<file path="src/rtl/nx_stream_distributor.sv">
// Routes one directed inbound stream into four independently buffered
// outbound streams (N/E/S/W); a stalled consumer only blocks its own direction.
module nx_stream_distributor #(
  parameter int unsigned STREAM_WIDTH = 32,
  parameter int unsigned FIFO_DEPTH   = 2
) (
  input  logic                    clk_i,
  input  logic                    rst_i,
  input  logic [STREAM_WIDTH-1:0] inbound_data_i,
  input  logic [1:0]              inbound_dir_i,
  input  logic                    inbound_valid_i,
  output logic                    inbound_ready_o,
  output logic [STREAM_WIDTH-1:0] north_data_o,
  output logic [STREAM_WIDTH-1:0] east_data_o,
  output logic [STREAM_WIDTH-1:0] south_data_o,
  output logic [STREAM_WIDTH-1:0] west_data_o,
  output logic                    north_valid_o,
  output logic                    east_valid_o,
  output logic                    south_valid_o,
  output logic                    west_valid_o,
  input  logic                    north_ready_i,
  input  logic                    east_ready_i,
  input  logic                    south_ready_i,
  input  logic                    west_ready_i,
  output logic                    idle_o
);
  localparam int unsigned NUM_DIR   = 4;
  localparam int unsigned PTR_W     = (FIFO_DEPTH > 1) ? $clog2(FIFO_DEPTH) : 1;
  localparam int unsigned CNT_W     = $clog2(FIFO_DEPTH + 1);
  localparam int unsigned MEM_DEPTH = 1 << PTR_W;
  localparam logic [PTR_W-1:0] PTR_LAST = PTR_W'(FIFO_DEPTH - 1);
  localparam logic [CNT_W-1:0] CNT_FULL = CNT_W'(FIFO_DEPTH);

  logic [STREAM_WIDTH-1:0] mem_q    [NUM_DIR][MEM_DEPTH];
  logic [STREAM_WIDTH-1:0] mem_d    [NUM_DIR][MEM_DEPTH];
  logic [PTR_W-1:0]        wr_ptr_q [NUM_DIR];
  logic [PTR_W-1:0]        wr_ptr_d [NUM_DIR];
  logic [PTR_W-1:0]        rd_ptr_q [NUM_DIR];
  logic [PTR_W-1:0]        rd_ptr_d [NUM_DIR];
  logic [CNT_W-1:0]        cnt_q    [NUM_DIR];
  logic [CNT_W-1:0]        cnt_d    [NUM_DIR];
  logic [STREAM_WIDTH-1:0] head_c   [NUM_DIR];
  logic [NUM_DIR-1:0]      out_ready_c;
  logic [NUM_DIR-1:0]      full_c;
  logic [NUM_DIR-1:0]      empty_c;
  logic [NUM_DIR-1:0]      push_c;
  logic [NUM_DIR-1:0]      pop_c;

  // Explicit wrap compare so non-power-of-2 depths cycle correctly.
  function automatic logic [PTR_W-1:0] ptr_next(input logic [PTR_W-1:0] p);
    return (p == PTR_LAST) ? '0 : p + PTR_W'(1);
  endfunction

  assign out_ready_c = {west_ready_i, south_ready_i, east_ready_i, north_ready_i};

  always_comb begin
    full_c  = '0;
    empty_c = '0;
    for (int i = 0; i < NUM_DIR; i++) begin
      head_c[i]  = mem_q[i][rd_ptr_q[i]];
      full_c[i]  = (cnt_q[i] == CNT_FULL);
      empty_c[i] = (cnt_q[i] == '0);
    end
  end

  // Ready depends only on the selected buffer's fullness, never on outbound ready.
  assign inbound_ready_o = ~full_c[inbound_dir_i];
  assign idle_o          = (&empty_c) & ~inbound_valid_i;

  always_comb begin
    mem_d    = mem_q;
    wr_ptr_d = wr_ptr_q;
    rd_ptr_d = rd_ptr_q;
    cnt_d    = cnt_q;
    push_c   = '0;
    pop_c    = '0;
    for (int i = 0; i < NUM_DIR; i++) begin
      push_c[i] = inbound_valid_i && !full_c[i] && (inbound_dir_i == 2'(i));
      pop_c[i]  = !empty_c[i] && out_ready_c[i];
      if (push_c[i]) begin
        mem_d[i][wr_ptr_q[i]] = inbound_data_i;
        wr_ptr_d[i]           = ptr_next(wr_ptr_q[i]);
      end
      if (pop_c[i]) begin
        rd_ptr_d[i] = ptr_next(rd_ptr_q[i]);
      end
      case ({push_c[i], pop_c[i]})
        2'b10:   cnt_d[i] = cnt_q[i] + CNT_W'(1);
        2'b01:   cnt_d[i] = cnt_q[i] - CNT_W'(1);
        default: cnt_d[i] = cnt_q[i];
      endcase
    end
  end

  always_ff @(posedge clk_i or negedge rst_i) begin
    if (!rst_i) begin
      for (int i = 0; i < NUM_DIR; i++) begin
        for (int j = 0; j < MEM_DEPTH; j++) begin
          mem_q[i][j] <= '0;
        end
        wr_ptr_q[i] <= '0;
        rd_ptr_q[i] <= '0;
        cnt_q[i]    <= '0;
      end
    end else begin
      mem_q    <= mem_d;
      wr_ptr_q <= wr_ptr_d;
      rd_ptr_q <= rd_ptr_d;
      cnt_q    <= cnt_d;
    end
  end

  assign north_data_o  = head_c[0];
  assign east_data_o   = head_c[1];
  assign south_data_o  = head_c[2];
  assign west_data_o   = head_c[3];
  assign north_valid_o = ~empty_c[0];
  assign east_valid_o  = ~empty_c[1];
  assign south_valid_o = ~empty_c[2];
  assign west_valid_o  = ~empty_c[3];

endmodule
</file>
<file path="config.mk">
export PLATFORM = sky130hd
export DESIGN_NAME = nx_stream_distributor
export DESIGN_NICKNAME = d
export VERILOG_FILES = /design/src/rtl/nx_stream_distributor.sv
export SDC_FILE = /design/constraint.sdc
export NUM_CORES = 1
export LEC_CHECK = 0
export CORE_AREA = 2 2 197 160
export CTS_CLUSTER_DIAMETER = 60
export CTS_CLUSTER_SIZE = 40
export DETAILED_ROUTE_END_ITERATION = 7
export DIE_AREA = 0 0 199 162
export GPL_TIMING_DRIVEN = 0
export SLEW_MARGIN = 20
export SYNTH_ARGS = -nofsm -noshare
export SYNTH_HDL_FRONTEND = slang
export SYNTH_SLANG_ARGS = --single-unit
</file>
<file path="constraint.sdc">
create_clock -name clk_i -period 2.4 [get_ports clk_i]
set_input_delay 0.48 -clock clk_i [delete_from_list [all_inputs] [get_ports clk_i]]
set_output_delay 0.48 -clock clk_i [all_outputs]
set_load 0.02 [all_outputs]
</file>
-- Word level (Yosys, flattened, before mapping)
Index checks and enable logic that the tools add are counted.
- register bits: 272
- bits of input ports: 41
- output and inout port bits: 134
- bitwise gates (word level): 15
- magnitude comparators: 13
- multiplexer cells: 38
- reduce and logical (&&, ||, !) cells: 34
- add/subtract/negate cells: 16
- eq/ne operators: 15
- operators by type and width (kind ; count):
    32-bit two-way mux ; 16
    64-bit bitwise mux ; 4
    32-bit demux with 1-bit select ; 4
    2-bit == test, second input constant ; 10
    2-bit >= comparator, second input constant ; 8
    1-bit logical AND ; 16
    1-bit NOT with 2-bit output ; 8
    2-bit one-hot mux with 2 select lines ; 4
    2-bit by 1-bit == test with 1-bit output, second input constant ; 5
    2-bit zero test ; 5
    1-bit two-way mux ; 9
    1-bit adder, second input constant ; 8
    2-bit by 1-bit adder with 2-bit output, second input constant ; 4
    1-bit zero test ; 8
    2-bit by 1-bit less-than comparator with 1-bit output, second input constant ; 4
    2-bit nonzero test ; 4
    2-bit by 1-bit subtractor with 2-bit output, second input constant ; 4
    1-bit NOT ; 6
    4-bit AND reduction ; 1
    2-bit by 3-bit less-than comparator with 1-bit output, second input constant ; 1
    1-bit binary-select mux with 2-bit select ; 1
    1-bit AND ; 1

-- Depth between registers and ports, before layout
Gate-level depths: netlist of the first run.
- word-level depth: 6
- depth in mapped cells: 7
- depth with buffers taken out: 6

-- Least setup slack after synthesis of the first run
No wires, ideal clock.
- kind: flip-flop to output port
- from: register cnt_q[4] (netlist name)
- to: output idle_o
- setup slack: 0.427 ns
- path buffers: 0
- cell stages (with the launch flop): 3
- arrival time: 1.493 ns
- path through: dfrtp_1 or2_2 nor4_1
- cells in the longest elaborated chain, start to end: 3
- RTL lines (item ; line ; RTL):
    start, declared ; 40 ; logic [CNT_W-1:0] cnt_q [NUM_DIR];
    start signal, assigned ; 109 ; cnt_q <= cnt_d;
    2-bit zero test ; 62 ; empty_c[i] = (cnt_q[i] == '0);
    4-bit AND reduction ; 68 ; assign idle_o = (&empty_c) & ~inbound_valid_i;
    1-bit AND ; 68 ;
    end, declared ; 25 ; output logic idle_o
Every way passes these cells.

-- Worst setup path in the final report of the first run
- from: register rd_ptr_q[2] (netlist name)
- to: output east_data_o[18]
- cells in the longest elaborated chain, start to end: 4
- RTL lines (item ; line ; RTL):
    start, declared ; 38 ; logic [PTR_W-1:0] rd_ptr_q [NUM_DIR];
    start signal, assigned ; 108 ; rd_ptr_q <= rd_ptr_d;
    1-bit NOT with 2-bit output (not written as such) ; 60 ; head_c[i] = mem_q[i][rd_ptr_q[i]];
    32-bit two-way mux (not written as such) (3 in series) ; 60 ;
    end, declared ; 14 ; output logic [STREAM_WIDTH-1:0] east_data_o,
Every way passes these cells. The select of a mux whose other input is x is not followed.

==> impl_metrics.tcl, run 1 <==
set metrics [dict create \
    status "finished clean" \
    maxCapViolations 0 \
    die-area_sq_um 32200 \
    synth-async-reset-ratio_pct 100 \
    grt_overflow 0 \
    ant_nets 0 \
    root_buffer "clkbuf_16" \
    placed_cell_area_sq_um 14300 \
    drc 0 \
    drtIter0Drc 234 \
    cp.arrival_ns 1.89 \
    dr_total_vias 6891 \
    yosysMostFrequentCell "mux2_2" \
    finalSetupViolCount 0 \
    rsz0062_at_grt "true" \
    synth-edff-count 0 \
    cellLeakagePower_nw 6.75 \
    grt_pass1_wl_mm 44.3 \
    clk-insertion-delay-late_ns 0.52 \
    vdd_ir_drop_max_mv 0.752 \
    core-area_sq_um 30200 \
    skew_ns 0.0193 \
    worst_slack_ns 0.0331 \
    hold_path.class "in2async" \
    wl_per_cell_microns 20.3 \
    layout-drive-gt1-share_pct 56.5 \
    grt_usage_pct 18.0 \
    cp_max_fo 10 \
    min_period_ns 2.37 \
    start_util_pct 39.7 \
    ys.flop_type "dfrtp_1" \
    startpoint_type "flip-flop" \
    ys_warn_count 0 \
    area_growth_pct 24.8 \
    clk_path_buf_depth 3 \
    worstSetupEndpointType "output pin" \
    finalHoldViolCount 0 \
    maxSlewViolCount 0 \
    drt-total-wl_mm 28.4 \
    rows 57 \
    synth_top_area_share_pct 56.9 \
    die_w_microns 199 \
    htreeDepth 1 \
    synthCells 761 \
    postLayoutCellArea_sq_um 14900 \
    portBuffers 174 \
    antenna_found_initial 0 \
    synth_cell_types 32 \
    gp_congestion 0.697 \
    yosysSeqAreaShare_pct 56.9 \
    cts_tree "done" \
    cts.sinks 272 \
    dieHeight_microns 162 \
    post_drt_via_cell_ratio 4.93 \
    place_ws_ns -0.523 \
    worstMarginPinSlew_ns 0.619 \
    clk_pin_slew_ns 0.11 \
    grt_pass1_vias 7137 \
    worstPathRequired_ns 1.92 \
    fmax_mhz 423 \
    synth_area_leader_cell "dfrtp_1" \
    tns_ns 0 \
    crit_type "reg2out" \
    synth_area_per_cell_sq_um 15.7 \
    yosys-top-cells-area "dfrtp_1, mux2_2, mux2_4" \
    first_pass_iters 4 \
    ys_ff_latch 272 \
    nets 1016 \
    powerDensity_nw_per_um2 1510 \
    dp_hpwl_mm 19.0 \
    syn_nets 806 \
    cts_buffers 21 \
    antenna_cells 0 \
    relSlewSlack_pct 58.6 \
    synth_area_sq_um 12000 \
    period_share_pct 98.6 \
    synth_common_cells "mux2_2, dfrtp_1, mux2_4" \
    grt_max_degree 87 \
    ios 175 \
]
[cells by family (layout without fill, tap and decap cells)]
kind of cell / Yosys count / after routing / share of synthesized area, %
multiplexers: 385 / 385 / 37.3
flip-flops: 272 / 272 / 56.9
buffers and inverters: 45 / 269 / 2.00
AND/OR/NAND/NOR: 35 / 35 / 1.97
XOR/XNOR: 20 / 20 / 1.46
adder cells (fa/ha/maj): 4 / 4 / 0.418
[cell usage in the layout, fill, tap and decap left out, types with 2 or more instances in the layout]
cell	synthesis	final
mux2_4	30	30
inv_8	0	5
clkbuf_8	0	4
xor2_1	8	8
inv_16	0	2
inv_6	0	4
clkdlybuf4s15_1	0	6
buf_4	4	16
buf_6	1	3
nand4b_1	2	2
clkbuf_16	0	27
buf_2	20	82
buf_8	2	5
dfrtp_1	272	267
nor2b_1	2	2
ha_1	4	4
nand3_1	2	2
or2_2	4	4
dlygate4sd2_1	0	51
dfrtp_2	0	5
clkdlybuf4s50_1	0	42
nor2_1	5	5
nand2b_1	3	3
buf_16	0	3
or3_1	2	2
xnor2_1	12	12
and2_1	4	4
mux2_2	346	346
clkbuf_2	0	10
mux2_1	8	8
[worst max-delay path: stages, from the launching register on]
cell and delay, ns:
dfrtp_2 0.45, clkbuf_8 0.23, mux2_2 0.36, dlygate4sd2_1 0.32
[per-layer routing]
layer	GRT usage, %	vias up	share of wire, %
met1	27.4	3563	49
met2	27.1	145	44
met4	2.65	0	1.3
li1	-	3157	-
met5	0	-	0
met3	3.41	26	5.6
[registers in the layout (all words and copies together), names as in the netlist]
name / flops
cnt_q: 8
mem_q: 256
wr_ptr_q: 4
rd_ptr_q: 4
[area by class of cell]
class,instances,area (sq um)
Timing Repair Buffer,191,1510
Fill cell,2686,15200
Buffer,40,417
Clock inverter,16,206
Inverter,1,3.75
Clock buffer,21,526
Sequential cell,272,6810
Tap cell,413,517
Multi-Input combinational cell,444,4930
[metrics by stage]
| stage | hold WS (ns) | power (mW) | instances | utilization [%] |
|---|---|---|---|---|
| global placement | 0.462 | 19.8 | 1348 | 47.1 |
| finish | 0.375 | 22.6 | 1398 | 49.5 |
| detailed placement | 0.339 | 19.9 | 1351 | 47.4 |
| global route | 0.374 | 24.0 | 1398 | 49.5 |
| CTS | 0.356 | 23.2 | 1395 | 50.3 |
| floorplan | 0.184 | 15.0 | 761 | - |
[power breakdown]
| part | switching, mW | total [mW] | internal [mW] |
|---|---|---|---|
| sequential | 1.17 | 8.04 | 6.87 |
| combinational | 5.23 | 10.8 | 5.52 |
| clock | 1.93 | 3.79 | 1.86 |
[path summary, 6_finish.rpt]
| kind | cells past startpoint | slack (ns) | startpoint | end |
|---|---|---|---|---|
| max reg2reg | 4 | 0.32 | cnt_q[1] | mem_q[58] |
| max | 3 | 0.03 | rd_ptr_q[2] | east_data_o[18] |
| min | 2 | 0.38 | rst_i | mem_q[201] |
| min in group clk_i | 1 | 0.49 | cnt_q[5] | cnt_q[5] |
| min reg2reg | 1 | 0.49 | cnt_q[5] | cnt_q[5] |
| max in group asynchronous | 4 | 0.86 | rst_i | mem_q[117] |
[timing repair]
action | in CTS | in global routing
resized for setup | 342 | 64
endpoints found under the setup margin | 130 | 106
hold buffers | 1 | 0
buffers inserted | 10 | 3
endpoints found under the hold margin | 26 | 0
No activity file was read; power rests on OpenSTA's default activity.
==> run 2: changes to the inputs <==
--- a/config.mk
+++ b/config.mk
@@ -5,11 +5,12 @@
 export SDC_FILE = /design/constraint.sdc
 export NUM_CORES = 1
 export LEC_CHECK = 0
-export CORE_AREA = 2 2 197 160
+export ABC_AREA = 1
+export CORE_AREA = 2 2 206 167
 export CTS_CLUSTER_DIAMETER = 60
 export CTS_CLUSTER_SIZE = 40
 export DETAILED_ROUTE_END_ITERATION = 7
-export DIE_AREA = 0 0 199 162
+export DIE_AREA = 0 0 208 169
 export GPL_TIMING_DRIVEN = 0
 export SLEW_MARGIN = 20
 export SYNTH_ARGS = -nofsm -noshare
==> impl_metrics.tcl, run 2 <==
set metrics [dict create \
    status "finished clean" \
    grt_pass1_wl_mm 70.3 \
    grt_overflow 0 \
    placed_cell_area_sq_um 15100 \
    area_growth_pct 20.7 \
    drtIter0Drc 1162 \
    critPathTopFamily "simple AND/OR/NAND/NOR gates" \
    ant_nets 0 \
    seqCellArea_sq_um 6810 \
    ys_warn_count 0 \
    synth_area_per_cell_sq_um 7.70 \
    dieHeight_microns 169 \
    synth_cell_types 22 \
    root_buffer "clkbuf_16" \
    first_pass_iters 5 \
    clk_path_buf_depth 3 \
    fin_util_pct 47.6 \
    largest_reg_flops 256 \
    core-area_sq_um 33200 \
    skew_ns 0.0292 \
    gp_congestion 0.857 \
    worstSetupEndpointType "output pin" \
    relSlewSlack_pct 57.4 \
    start_util_pct 39.5 \
    wl_per_cell_microns 19.7 \
    rsz0062_at_grt "false" \
    cts_buffers 22 \
    drc 0 \
    top_register "mem_q" \
    fmax_mhz 422 \
    clk-insertion-delay-late_ns 0.55 \
    multi_input_area_sq_um 5410 \
    synth_top_area_share_pct 52.0 \
    dp.cells 2279 \
    fillers 3417 \
    htreeDepth 1 \
    final_cell_mix "nand2_1, dfrtp_1, nand4_1" \
    antenna_cells 0 \
    dp_hpwl_mm 31.9 \
    period_share_pct 98.6 \
    die_w_microns 208 \
    cp_max_fo 4 \
    synth-async-reset-ratio_pct 100 \
    ios 175 \
    rows 60 \
    critPathSlowestCell "dfrtp_1" \
    place_ws_ns -0.384 \
    drt-total-wl_mm 45.5 \
    layout-drive-gt1-share_pct 10.6 \
    synth_area_leader_cell "dfrtp_1" \
    cp_cell_sequence "nor2_2, nand4_1, nor3_2, clkdlybuf4s15_2" \
    vdd_ir_drop_max_mv 0.736 \
    worst_slack_ns 0.0329 \
    finalHoldViolCount 0 \
    clk_pin_slew_ns 0.10 \
    die-area_sq_um 35200 \
    powerDensity_nw_per_um2 1450 \
    post_drt_via_cell_ratio 5.36 \
    maxCapViolations 0 \
    synth-edff-count 0 \
    largest_registers "mem_q x256, cnt_q x8" \
    cts.sinks 272 \
    ys_ff_latch 272 \
    startpoint_type "flip-flop" \
    layout_commonest_cell "nand2_1" \
    yosysMostFrequentCell "nand2_1" \
    synth_area_sq_um 13100 \
    cp.arrival_ns 1.89 \
    postLayoutCellArea_sq_um 15800 \
    synth_common_cells "nand2_1, dfrtp_1, nand4_1" \
    portBuffers 141 \
    grt_usage_pct 25.8 \
    max_stage_delay_ns 0.44 \
    min_period_ns 2.37 \
    nets 1911 \
    grt_max_degree 76 \
    yosys-top-cells-area "dfrtp_1, nand2_1, nand4_1" \
    antenna_found_initial 0 \
    hold_path.class "in2reg" \
    maxSlewViolCount 0 \
    synthCells 1701 \
    worstPathRequired_ns 1.92 \
    instances_no_fill 2316 \
    ys.flop_type "dfrtp_1" \
    finalSetupViolCount 0 \
    whs_ns 0.323 \
    cts_setup_buffers 0 \
    cts_tree "done" \
    worst-path-buf-inv 1 \
    syn_nets 1746 \
    crit_type "reg2out" \
    cellLeakagePower_nw 8.75 \
    tns_ns 0 \
    worstMarginPinSlew_ns 0.639 \
    yosysSeqAreaShare_pct 52.0 \
    dr_total_vias 12408 \
    grt_pass1_vias 11644 \
    power_mw 22.9 \
]
## run 2: changes by cell type after synthesis, moves of 7 or more
cell,change
nand2_1,+931
mux2_2,-346
nand4_1,+262
clkbuf_1,+58
buf_2,+38
clkbuf_2,+30
mux2_4,-30
inv_1,+24
mux2_1,-8
xnor2_1,-7
## run 2: what timing repair did
| item | in CTS | in global routing |
|---|---|---|
| setup endpoints to repair | 130 | 56 |
| hold endpoints to repair | 63 | 0 |
| resized for setup | 192 | 61 |
| pin swaps | 0 | 0 |
| hold buffers | 1 | 0 |
## run 2: cells by family (layout without fill, tap and decap cells)
group | after synthesis | count (layout) | synth area share, %
simple gates | 1208 | 1208 | 39.9
flops | 272 | 272 | 52.0
buf+inv | 201 | 382 | 6.72
xor+xnor | 12 | 12 | 0.803
fa+ha+maj | 4 | 4 | 0.382
compound gates | 4 | 4 | 0.210
## run 2: area by class of cell
cell class              count  share of cell area, %
plain buffers             165                   5.18
clock buffers              25                   3.75
clock inverters            15                   1.16
inverters                  32                  0.799
multi-input cells        1228                   34.2
flip-flops and latches    272                   43.1
well taps                 434                   3.43
repair buffers            145                   8.34
## run 2: final timing paths
kind | startpoint | end | slack, ns | cells past startpoint
min in group asynchronous | rst_i | mem_q[164] | 0.48 | 2
max in group asynchronous | rst_i | rd_ptr_q[3] | 1.12 | 3
worst max register to register | wr_ptr_q[3] | mem_q[234] | 0.38 | 6
worst min register to register | mem_q[117] | mem_q[117] | 0.47 | 2
worst max-delay path | cnt_q[5] | idle_o | 0.03 | 4
worst min-delay path | inbound_data_i[31] | mem_q[255] | 0.32 | 3
## run 2: routing by layer
layer	track usage [%]	vias to the layer above	share of wire (%)
li1	-	5856	-
met1	38.7	6019	46
met2	38.3	467	44
met3	3.95	66	7.1
met4	8.29	0	3.3
met5	0	-	0
## run 2: report_power, final
group	internal [mW]	switching [mW]	total (mW)	leakage [nW]
clock	1.99	1.99	3.98	0.382
combinational	3.56	7.53	11.1	4.97
sequential	6.66	1.17	7.83	3.40
total	12.2	10.7	22.9	8.75
## run 2: worst register-to-register path, stage by stage, from the launching register on
cell      delay [ns]
dfrtp_1         0.37
buf_2           0.18
inv_1           0.27
nand4_1         0.46
clkbuf_1        0.41
nand2_1         0.13
nand2_1         0.06
==> run 3: changes to the inputs <==
==> constraint.sdc (replaced) <==
create_clock -name clk_i -period 2 [get_ports clk_i]
set_input_delay 0.4 -clock clk_i [delete_from_list [all_inputs] [get_ports clk_i]]
set_output_delay 0.4 -clock clk_i [all_outputs]
set_load 0.02 [all_outputs]
==> impl_metrics.tcl, run 3 (synthesis gave the netlist of run 2 again) <==
set metrics [dict create \
    status "complete, but fails checks" \
    violations "setup timing" \
    clockPowerShare_pct 14.7 \
    grt_pass1_vias 12014 \
    critPathLaunch "cnt_q[5]" \
    clk_path_buf_depth 3 \
    first_pass_iters 5 \
    die_w_microns 208 \
    portBuffers 141 \
    fin_util_pct 53.3 \
    fmax_mhz 465 \
    grtUsageMet2_pct 39.4 \
    nets 1961 \
    clk_pin_slew_ns 0.10 \
    min_period_ns 2.15 \
    finalHoldViolCount 0 \
    finalSetupViolCount 34 \
    rsz0062_at_grt "true" \
    min_delay_path_depth 3 \
    cellLeakagePower_nw 9.50 \
    top_register "mem_q" \
    layout_commonest_cell "nand2_1" \
    reg2reg_depth 7 \
    p_sw_mw 14.8 \
    htreeDepth 1 \
    comb_power_share_pct 55.6 \
    vdd_ir_drop_max_mv 1.16 \
    dp_hpwl_mm 31.9 \
    cp_max_fo 3 \
    worstMarginPinSlew_ns 0.652 \
    largest_reg_flops 256 \
    maxCapViolations 0 \
    hold_path_startpoint "inbound_data_i[31]" \
    fillers 3181 \
    seqCellArea_sq_um 6810 \
    multi_input_area_sq_um 6240 \
    clk-insertion-delay-late_ns 0.55 \
    drtIter0Drc 1143 \
    drc 0 \
    powerDensity_nw_per_um2 1850 \
    hold_path.class "in2reg" \
    drt-total-wl_mm 48.3 \
    p_sw_share_pct 45.3 \
    grt_busiest_layer "met2" \
    crit_type "reg2out" \
    grt_max_degree 76 \
    grt.met1_usage_pct 39.4 \
    dr_total_vias 12899 \
    gp_congestion 0.857 \
    ios 175 \
    worst_slack_ns -0.152 \
    cts_buffers 22 \
    grt_pass1_wl_mm 72.5 \
    dieHeight_microns 169 \
    power_mw 32.7 \
    internal_power_mw 17.9 \
    antenna_found_initial 0 \
    gr-usage-met3_pct 4.17 \
    layout-drive-gt1-share_pct 28.6 \
    core-area_sq_um 33200 \
    skew_ns 0.0298 \
    maxSlewViolCount 0 \
    die-area_sq_um 35200 \
    post_drt_via_cell_ratio 5.45 \
    r2r-start "cnt_q[7]" \
    startpoint_type "flip-flop" \
    cts.sinks 272 \
    grt_overflow 0 \
    area_growth_pct 35.2 \
    worstSetupEndpointType "output pin" \
    wl_per_cell_microns 20.4 \
    ant_nets 0 \
    root_buffer "clkbuf_16" \
    antenna_cells 0 \
    cts_tree "done" \
    worstPathRequired_ns 1.60 \
    rows 60 \
    largest_registers "mem_q x256, cnt_q x8" \
    period_share_pct 108 \
    final_cell_mix "nand2_1, dfrtp_1, nand4_1" \
    power_frac_seq_pct 29.8 \
    relSlewSlack_pct 56.5 \
    start_util_pct 39.5 \
    grt_usage_pct 26.6 \
    cp.arrival_ns 1.75 \
]
-- run 3: critical path, stage by stage (launching register included) --
cell     delay, ns
dfrtp_2       0.45
nor2_4        0.15
nand4_1       0.15
nor3_2        0.28
buf_4         0.19
-- run 3: layout make-up --
type | count | area share (%)
buffer | 160 | 5.91
multi-input combinational | 1228 | 35.3
inverter | 32 | 0.940
clock inverter | 15 | 1.03
timing repair inverter | 1 | 0.0353
sequential | 272 | 38.5
tap | 434 | 3.07
clock buffer | 25 | 3.35
timing repair buffer | 199 | 11.9
-- run 3: through the flow --
step	instance area (sq um)	worst slack [ns]	instances	hold slack, ns	TNS, ns
final	17700	-0.152	2366	0.247	-1.69
after floorplan	13100	0.363	1701	0.104	0
after CTS	16600	-0.181	2349	0.224	-2.91
after global placement	15000	-11.81	2276	0.453	-3291.80
after global routing	17700	-0.162	2366	0.234	-3.25
after detailed placement	15100	-0.624	2279	0.399	-94.78
-- run 3: routing by layer --
metal | vias up | wire, microns
met5 | - | 0
met4 | 0 | 1970
met3 | 101 | 3390
met2 | 520 | 21100
met1 | 6309 | 21800
li1 | 5969 | -
-- run 3: what timing repair did --
action | CTS | global route
hold buffers | 1 | 0
pin swaps | 22 | 45
buffers inserted | 27 | 19
gates resized for setup | 834 | 302
gates cloned | 6 | 5
hold endpoints to repair | 63 | 0
setup endpoints to repair | 134 | 150
-- run 3: path summary, 6_finish.rpt --
kind / to / slack (ns)
max: idle_o / -0.15
min: mem_q[255] / 0.25
max reg2reg: cnt_q[7] / 0.11
min reg2reg: mem_q[132] / 0.47
max in group asynchronous: rd_ptr_q[1] / 0.81
min in group asynchronous: mem_q[164] / 0.40
-- run 3: power groups by stage --
| stage | Sequential [mW] | Combinational [mW] | Clock [mW] |
|---|---|---|---|
| 2_1_floorplan | 9.05 | 8.27 | 0 |
| 3_3_place_gp | 9.31 | 14.3 | 0 |
| 3_5_place_dp | 9.34 | 14.4 | 0 |
| 4_1_cts | 9.42 | 15.8 | 4.83 |
| 5_1_grt | 10.0 | 19.5 | 5.06 |
| 6_report | 9.74 | 18.2 | 4.80 |
